### config.mk
export PLATFORM = sky130hd
export DESIGN_NAME = wb_cpu_bus_arbiter
export DESIGN_NICKNAME = d
export VERILOG_FILES = /design/src/rtl/wb_cpu_bus_arbiter.sv
export SDC_FILE = /design/constraint.sdc
export NUM_CORES = 1
export LEC_CHECK = 0
export ABC_CLOCK_PERIOD_IN_PS = 2300
export BUFFER_PORTS_ARGS = -buffer_cell sky130_fd_sc_hd__buf_2
export CORE_AREA = 8 8 124 126
export DETAILED_ROUTE_END_ITERATION = 16
export DIE_AREA = 0 0 132 134
export SYNTH_ARGS = -nofsm -noshare
export SYNTH_HDL_FRONTEND = slang
export SYNTH_SLANG_ARGS = --single-unit
### constraint.sdc
create_clock -name clk_i -period 2.3 [get_ports clk_i]
set_input_delay 0.46 -clock clk_i [delete_from_list [all_inputs] [get_ports clk_i]]
set_output_delay 0.46 -clock clk_i [all_outputs]
set_load 0.01 [all_outputs]
### src/rtl/wb_cpu_bus_arbiter.sv
// Two-master Wishbone B3 arbiter: merges the CPU instruction and data masters onto
// one shared master port with per-cycle round-robin grant and a no-response watchdog.
module wb_cpu_bus_arbiter #(
  parameter int ADDRESS_WIDTH  = 32,
  parameter int DATA_WIDTH     = 32,
  parameter int TIMEOUT_CYCLES = 255
) (
  input  logic                     clk_i,
  input  logic                     rst_i,
  input  logic [ADDRESS_WIDTH-1:0] iwbm_adr_i,
  input  logic [DATA_WIDTH-1:0]    iwbm_dat_i,
  input  logic [3:0]               iwbm_sel_i,
  input  logic                     iwbm_we_i,
  input  logic                     iwbm_cyc_i,
  input  logic                     iwbm_stb_i,
  input  logic [2:0]               iwbm_cti_i,
  input  logic [1:0]               iwbm_bte_i,
  output logic [DATA_WIDTH-1:0]    iwbm_dat_o,
  output logic                     iwbm_ack_o,
  output logic                     iwbm_err_o,
  output logic                     iwbm_rty_o,
  input  logic [ADDRESS_WIDTH-1:0] dwbm_adr_i,
  input  logic [DATA_WIDTH-1:0]    dwbm_dat_i,
  input  logic [3:0]               dwbm_sel_i,
  input  logic                     dwbm_we_i,
  input  logic                     dwbm_cyc_i,
  input  logic                     dwbm_stb_i,
  input  logic [2:0]               dwbm_cti_i,
  input  logic [1:0]               dwbm_bte_i,
  output logic [DATA_WIDTH-1:0]    dwbm_dat_o,
  output logic                     dwbm_ack_o,
  output logic                     dwbm_err_o,
  output logic                     dwbm_rty_o,
  output logic [ADDRESS_WIDTH-1:0] wbm_adr_o,
  output logic [DATA_WIDTH-1:0]    wbm_dat_o,
  output logic [3:0]               wbm_sel_o,
  output logic                     wbm_we_o,
  output logic                     wbm_cyc_o,
  output logic                     wbm_stb_o,
  output logic [2:0]               wbm_cti_o,
  output logic [1:0]               wbm_bte_o,
  input  logic [DATA_WIDTH-1:0]    wbm_dat_i,
  input  logic                     wbm_ack_i,
  input  logic                     wbm_err_i,
  input  logic                     wbm_rty_i,
  output logic [1:0]               gnt_o,
  output logic                     bus_timeout_o
);

  localparam int             CW    = $clog2(TIMEOUT_CYCLES + 1);
  localparam logic [CW-1:0]  LIMIT = CW'(TIMEOUT_CYCLES - 1);

  localparam logic [1:0] IDLE  = 2'd0;
  localparam logic [1:0] GNT_I = 2'd1;
  localparam logic [1:0] GNT_D = 2'd2;
  localparam logic [1:0] ABORT = 2'd3;

  logic [1:0]    state_reg, state_next;
  // sel_reg: owner of the current grant, or the last owner while idle (1 = data master)
  logic          sel_reg, sel_next;
  logic [CW-1:0] wdog_reg, wdog_next;

  logic granted, cur_cyc, cur_stb, resp, fire;

  assign granted = (state_reg == GNT_I) || (state_reg == GNT_D);
  assign cur_cyc = sel_reg ? dwbm_cyc_i : iwbm_cyc_i;
  assign cur_stb = sel_reg ? dwbm_stb_i : iwbm_stb_i;
  assign resp    = wbm_ack_i | wbm_err_i | wbm_rty_i;
  // A slave response in the final watchdog cycle wins over the abort.
  assign fire    = granted && cur_stb && !resp && (wdog_reg == LIMIT);

  always_comb begin
    state_next = state_reg;
    sel_next   = sel_reg;
    wdog_next  = wdog_reg;
    case (state_reg)
      IDLE: begin
        wdog_next = '0;
        if (iwbm_cyc_i && dwbm_cyc_i) begin
          sel_next   = !sel_reg;
          state_next = sel_reg ? GNT_I : GNT_D;
        end else if (dwbm_cyc_i) begin
          sel_next   = 1'b1;
          state_next = GNT_D;
        end else if (iwbm_cyc_i) begin
          sel_next   = 1'b0;
          state_next = GNT_I;
        end
      end
      GNT_I, GNT_D: begin
        if (fire) begin
          state_next = ABORT;
          wdog_next  = '0;
        end else if (!cur_cyc) begin
          state_next = IDLE;
        end else if (resp) begin
          wdog_next = '0;
        end else if (cur_stb) begin
          wdog_next = wdog_reg + CW'(1);
        end
      end
      default: begin
        if (!cur_cyc) state_next = IDLE;
      end
    endcase
  end

  always_ff @(posedge clk_i) begin
    if (rst_i) begin
      state_reg <= IDLE;
      sel_reg   <= 1'b0;
      wdog_reg  <= '0;
    end else begin
      state_reg <= state_next;
      sel_reg   <= sel_next;
      wdog_reg  <= wdog_next;
    end
  end

  assign wbm_adr_o = sel_reg ? dwbm_adr_i : iwbm_adr_i;
  assign wbm_dat_o = sel_reg ? dwbm_dat_i : iwbm_dat_i;
  assign wbm_sel_o = sel_reg ? dwbm_sel_i : iwbm_sel_i;
  assign wbm_we_o  = sel_reg ? dwbm_we_i  : iwbm_we_i;
  assign wbm_cti_o = sel_reg ? dwbm_cti_i : iwbm_cti_i;
  assign wbm_bte_o = sel_reg ? dwbm_bte_i : iwbm_bte_i;
  assign wbm_cyc_o = granted && cur_cyc;
  assign wbm_stb_o = granted && cur_stb;

  assign iwbm_dat_o = wbm_dat_i;
  assign dwbm_dat_o = wbm_dat_i;
  assign iwbm_ack_o = (state_reg == GNT_I) && wbm_ack_i;
  assign iwbm_err_o = (state_reg == GNT_I) && (wbm_err_i || fire);
  assign iwbm_rty_o = (state_reg == GNT_I) && wbm_rty_i;
  assign dwbm_ack_o = (state_reg == GNT_D) && wbm_ack_i;
  assign dwbm_err_o = (state_reg == GNT_D) && (wbm_err_i || fire);
  assign dwbm_rty_o = (state_reg == GNT_D) && wbm_rty_i;

  assign gnt_o         = (state_reg == IDLE) ? 2'b00 : (sel_reg ? 2'b10 : 2'b01);
  assign bus_timeout_o = fire;

endmodule

==> results.sh <==
export IMPL_netlist_top_cell_by_area="sky130_fd_sc_hd__mux2_2"
export IMPL_post_synthesis_compound_gate_area_fraction=0.06849
export IMPL_synthDominantCellAreaShare=0.3801
export IMPL_floorplan_core_area_mm2=0.01350
export IMPL_fin_setup_tns_ns=0
export IMPL_cp_data_arrival_time_ns=1.67
export IMPL_grt_start_max_net_pins=67
export IMPL_number_of_antenna_violations_at_the_first_check_in_global_routing=6
export IMPL_tritoncts_num_buffers=3
export IMPL_worst_r2r_setup_slack_ns=0.36
export IMPL_synth_edf_count=0
export IMPL_p_clk_frac=0.240
export IMPL_postRouteAntennaNets=0
export IMPL_clkSinkCount=11
export IMPL_dr_total_vias=2329
export IMPL_finish_utilization=0.2419
export IMPL_finalCritPeriodShare=0.9274
export IMPL_post_route_worst_setup_slack_ns=0.1670
export IMPL_global_route_overflow=0
export IMPL_ctsRootBufferMaster="sky130_fd_sc_hd__clkbuf_16"
export IMPL_detailedRoute_firstPassIterationCount=4
export IMPL_critical_path_class="flop to output pin"
export IMPL_wire_per_inst_um=17.39
export IMPL_setup_violations_final=0
export IMPL_layout_drive_gt1_share=0.8005
export IMPL_maxcap_violations=0
export IMPL_yosys_register_bits=11
export IMPL_synthesis_area_per_instance_um2=8.804
export IMPL_worst_ir_drop_vdd_v=0.0002481
export IMPL_critical_path_endpoint_type="output pin"
export IMPL_seq_area_frac_synth=0.1005
export IMPL_synthMuxAreaShare=0.3910
export IMPL_tritoncts_clock_tree="done"
export IMPL_synth_fa_ha_area_frac=0.03425
export IMPL_floorplan_initialDensity=0.1623
export IMPL_timing_final_max_slew_violations=0
export IMPL_drc=0
export IMPL_cts_reportedPaths_clkPinSlew_ns=0.04
export IMPL_hpwl_mm=9.520
export IMPL_fin_total_pwr_mw=1.325
export IMPL_async_reset_ff_frac=0
export IMPL_cell_internal_power_dissipation_uw=848.3
export IMPL_multi_input_area_mm2=0.001436
export IMPL_num_nets_final=622
export IMPL_area_growth_synth_to_final_pct=49.03
export IMPL_synth_commonest_cells="sky130_fd_sc_hd__mux2_2, sky130_fd_sc_hd__buf_4, sky130_fd_sc_hd__nor2_1, sky130_fd_sc_hd__dfxtp_1"
export IMPL_die_width_um=132
export IMPL_drt_wl_total_mm=10.58
export IMPL_dr_first_iter_drc_count=51
export IMPL_fmax_mhz=468.8
export IMPL_run_status="finished, final reports clean"
export IMPL_share_seq_of_total_power=0.169
export IMPL_synthesis_yosys_warnings=0
export IMPL_actual_transition_at_the_worst_max_transition_pin_ns=0.4017
export IMPL_distinct_cell_type_count_of_the_synthesized_netlist=35
export IMPL_leakagePower_nw=1.622
export IMPL_synthSimpleGateAreaFrac=0.1318
export IMPL_worst_clock_skew_ns=0.0004808
export IMPL_port_buffers=241
export IMPL_design_portCount=338
export IMPL_synth_xor_area_share=0.01998
export IMPL_mappedNetlistNets=444
export IMPL_syn_instance_count=249
export IMPL_post_synth_top_count_cell="sky130_fd_sc_hd__mux2_2"
export IMPL_largest_register_ffs=8
export IMPL_power_density_mw_per_mm2=405.5
export IMPL_cts_max_path_buffers=2
export IMPL_worstPathMaxFanout=4
export IMPL_dpl_worst_slack_ns=0.1488
export IMPL_hold_path_class="input pin to flop"
export IMPL_vias_per_cell=3.831
export IMPL_combPwrFrac=0.591
export IMPL_netlist_top_cells_area="sky130_fd_sc_hd__mux2_2, sky130_fd_sc_hd__buf_4, sky130_fd_sc_hd__dfxtp_1"
export IMPL_rows=43
export IMPL_clock_tree_htree_level_count=1
export IMPL_area_sequential_um2=231.5
export IMPL_critical_path_startpoint_type="flop"
export IMPL_rsz_0062_raised_after_global_routing="false"
export IMPL_min_period_ns=2.133
export IMPL_max_slew_margin_rel=0.7269
export IMPL_gr_usage_all_layers=0.1098
export IMPL_insertion_delay_ns=0.24
export IMPL_die_area_mm2=0.01769
export IMPL_die_h_um=134
export IMPL_hold_viol_final=0
export IMPL_grt_pass1_wl_mm=15.41
export IMPL_synth_cell_area_mm2=0.002192
export IMPL_place_gp_congestion=0.8376
export IMPL_critical_path_required_ns=1.84
export IMPL_p_sw_uw=476.4
export IMPL_synth_top_family_by_area="multiplexers"
export IMPL_synth_flop_cell="sky130_fd_sc_hd__dfxtp_1"
export IMPL_power_switching_fraction=0.3596
export IMPL_fill_cell_instance_count_of_the_final_layout=1489
export IMPL_via_count_of_the_first_global_routing_pass=2583
==> timing repair <==
action,in CTS,in global routing
setup buffers,0,4
endpoints found under the setup margin,2,2
gates cloned,0,0
hold buffers,0,0
gates resized for setup,3,5
pin swaps,0,4
==> logic make-up (layout without fill, tap and decap cells) <==
family                     Yosys count  count (layout)
buffers and inverters               80             257
muxes                               76              76
and+or+nand+nor                     51              51
AOI/OAI and AO/OA                   20              20
DFF                                 11              11
adders and majority gates            6               6
xor gates and xnor gates             5               5
other                                0               2
==> cell usage in the layout (no fill, tap or decap), types with 2 or more instances in the layout <==
master	instances
sky130_fd_sc_hd__xnor2_1	5
sky130_fd_sc_hd__dfxtp_1	8
sky130_fd_sc_hd__mux2i_2	2
sky130_fd_sc_hd__dfxtp_4	3
sky130_fd_sc_hd__clkbuf_16	3
sky130_fd_sc_hd__buf_4	6
sky130_fd_sc_hd__inv_2	2
sky130_fd_sc_hd__nand3_1	6
sky130_fd_sc_hd__nor3_1	2
sky130_fd_sc_hd__a22o_1	2
sky130_fd_sc_hd__nor2b_1	5
sky130_fd_sc_hd__inv_1	3
sky130_fd_sc_hd__nor2_1	15
sky130_fd_sc_hd__and2_1	6
sky130_fd_sc_hd__o21ai_1	2
sky130_fd_sc_hd__ha_1	5
sky130_fd_sc_hd__nor3_2	2
sky130_fd_sc_hd__or3_1	2
sky130_fd_sc_hd__a21oi_1	6
sky130_fd_sc_hd__a211oi_1	2
sky130_fd_sc_hd__buf_2	241
sky130_fd_sc_hd__diode_2	2
sky130_fd_sc_hd__nand2_1	8
sky130_fd_sc_hd__a2111oi_2	2
sky130_fd_sc_hd__mux2_2	74
==> per-layer routing <==
layer  vias up  track usage  routed length, µm
met4        12      0.01404                 72
met5         -            0                 81
li1       1160            -                  -
met3        22      0.07779               1451
met1       998       0.1186               4037
met2       137       0.1761               4933
==> critical path, cell delays in order (launching register included) <==
cell and delay, ns:
sky130_fd_sc_hd__dfxtp_4 0.35, sky130_fd_sc_hd__inv_2 0.05, sky130_fd_sc_hd__ha_4 0.27, sky130_fd_sc_hd__nor4b_4 0.20, sky130_fd_sc_hd__nand2_1 0.10, sky130_fd_sc_hd__nor3_2 0.14, sky130_fd_sc_hd__nor2_1 0.08, sky130_fd_sc_hd__nor2b_1 0.10
sky130_fd_sc_hd__buf_2 0.13
==> final cells by class <==
cell class                      count  share of cell area
Multi-Input combinational cell    158              0.4397
Timing Repair Buffer              248              0.3891
Sequential cell                    11             0.07085
Tap cell                          180             0.06894
Clock buffer                        4             0.02413
Inverter                            5            0.005745
Antenna cell                        2            0.001532
==> metrics by stage <==
step                      hold WS [ns]  area, µm²  instances
after floorplan                 0.4771       2197        249
after global placement          0.5080       3129        598
after detailed placement        0.5162       3129        598
after CTS                       0.4400       3223        602
after global routing            0.4611       3262        606
final                           0.4455       3267        608
==> worst paths after layout <==
kind	from	endpoint	depth (start not counted)
setup / recovery	state_reg[0]	iwbm_err_o	8
setup reg to reg	state_reg[0]	wdog_reg[5]	8
hold reg to reg	state_reg[0]	state_reg[0]	1
hold / removal	rst_i	sel_reg	2
==> power by group through the flow <==
stage / Sequential, mW / Clock (mW) / Combinational [mW]
after floorplan: 0.210 / 0 / 0.542
after global placement: 0.225 / 0 / 0.765
after detailed placement: 0.225 / 0 / 0.766
after CTS: 0.223 / 0.327 / 0.782
after global routing: 0.225 / 0.345 / 0.842
final: 0.223 / 0.318 / 0.783
(Power assumes the default switching activity.)
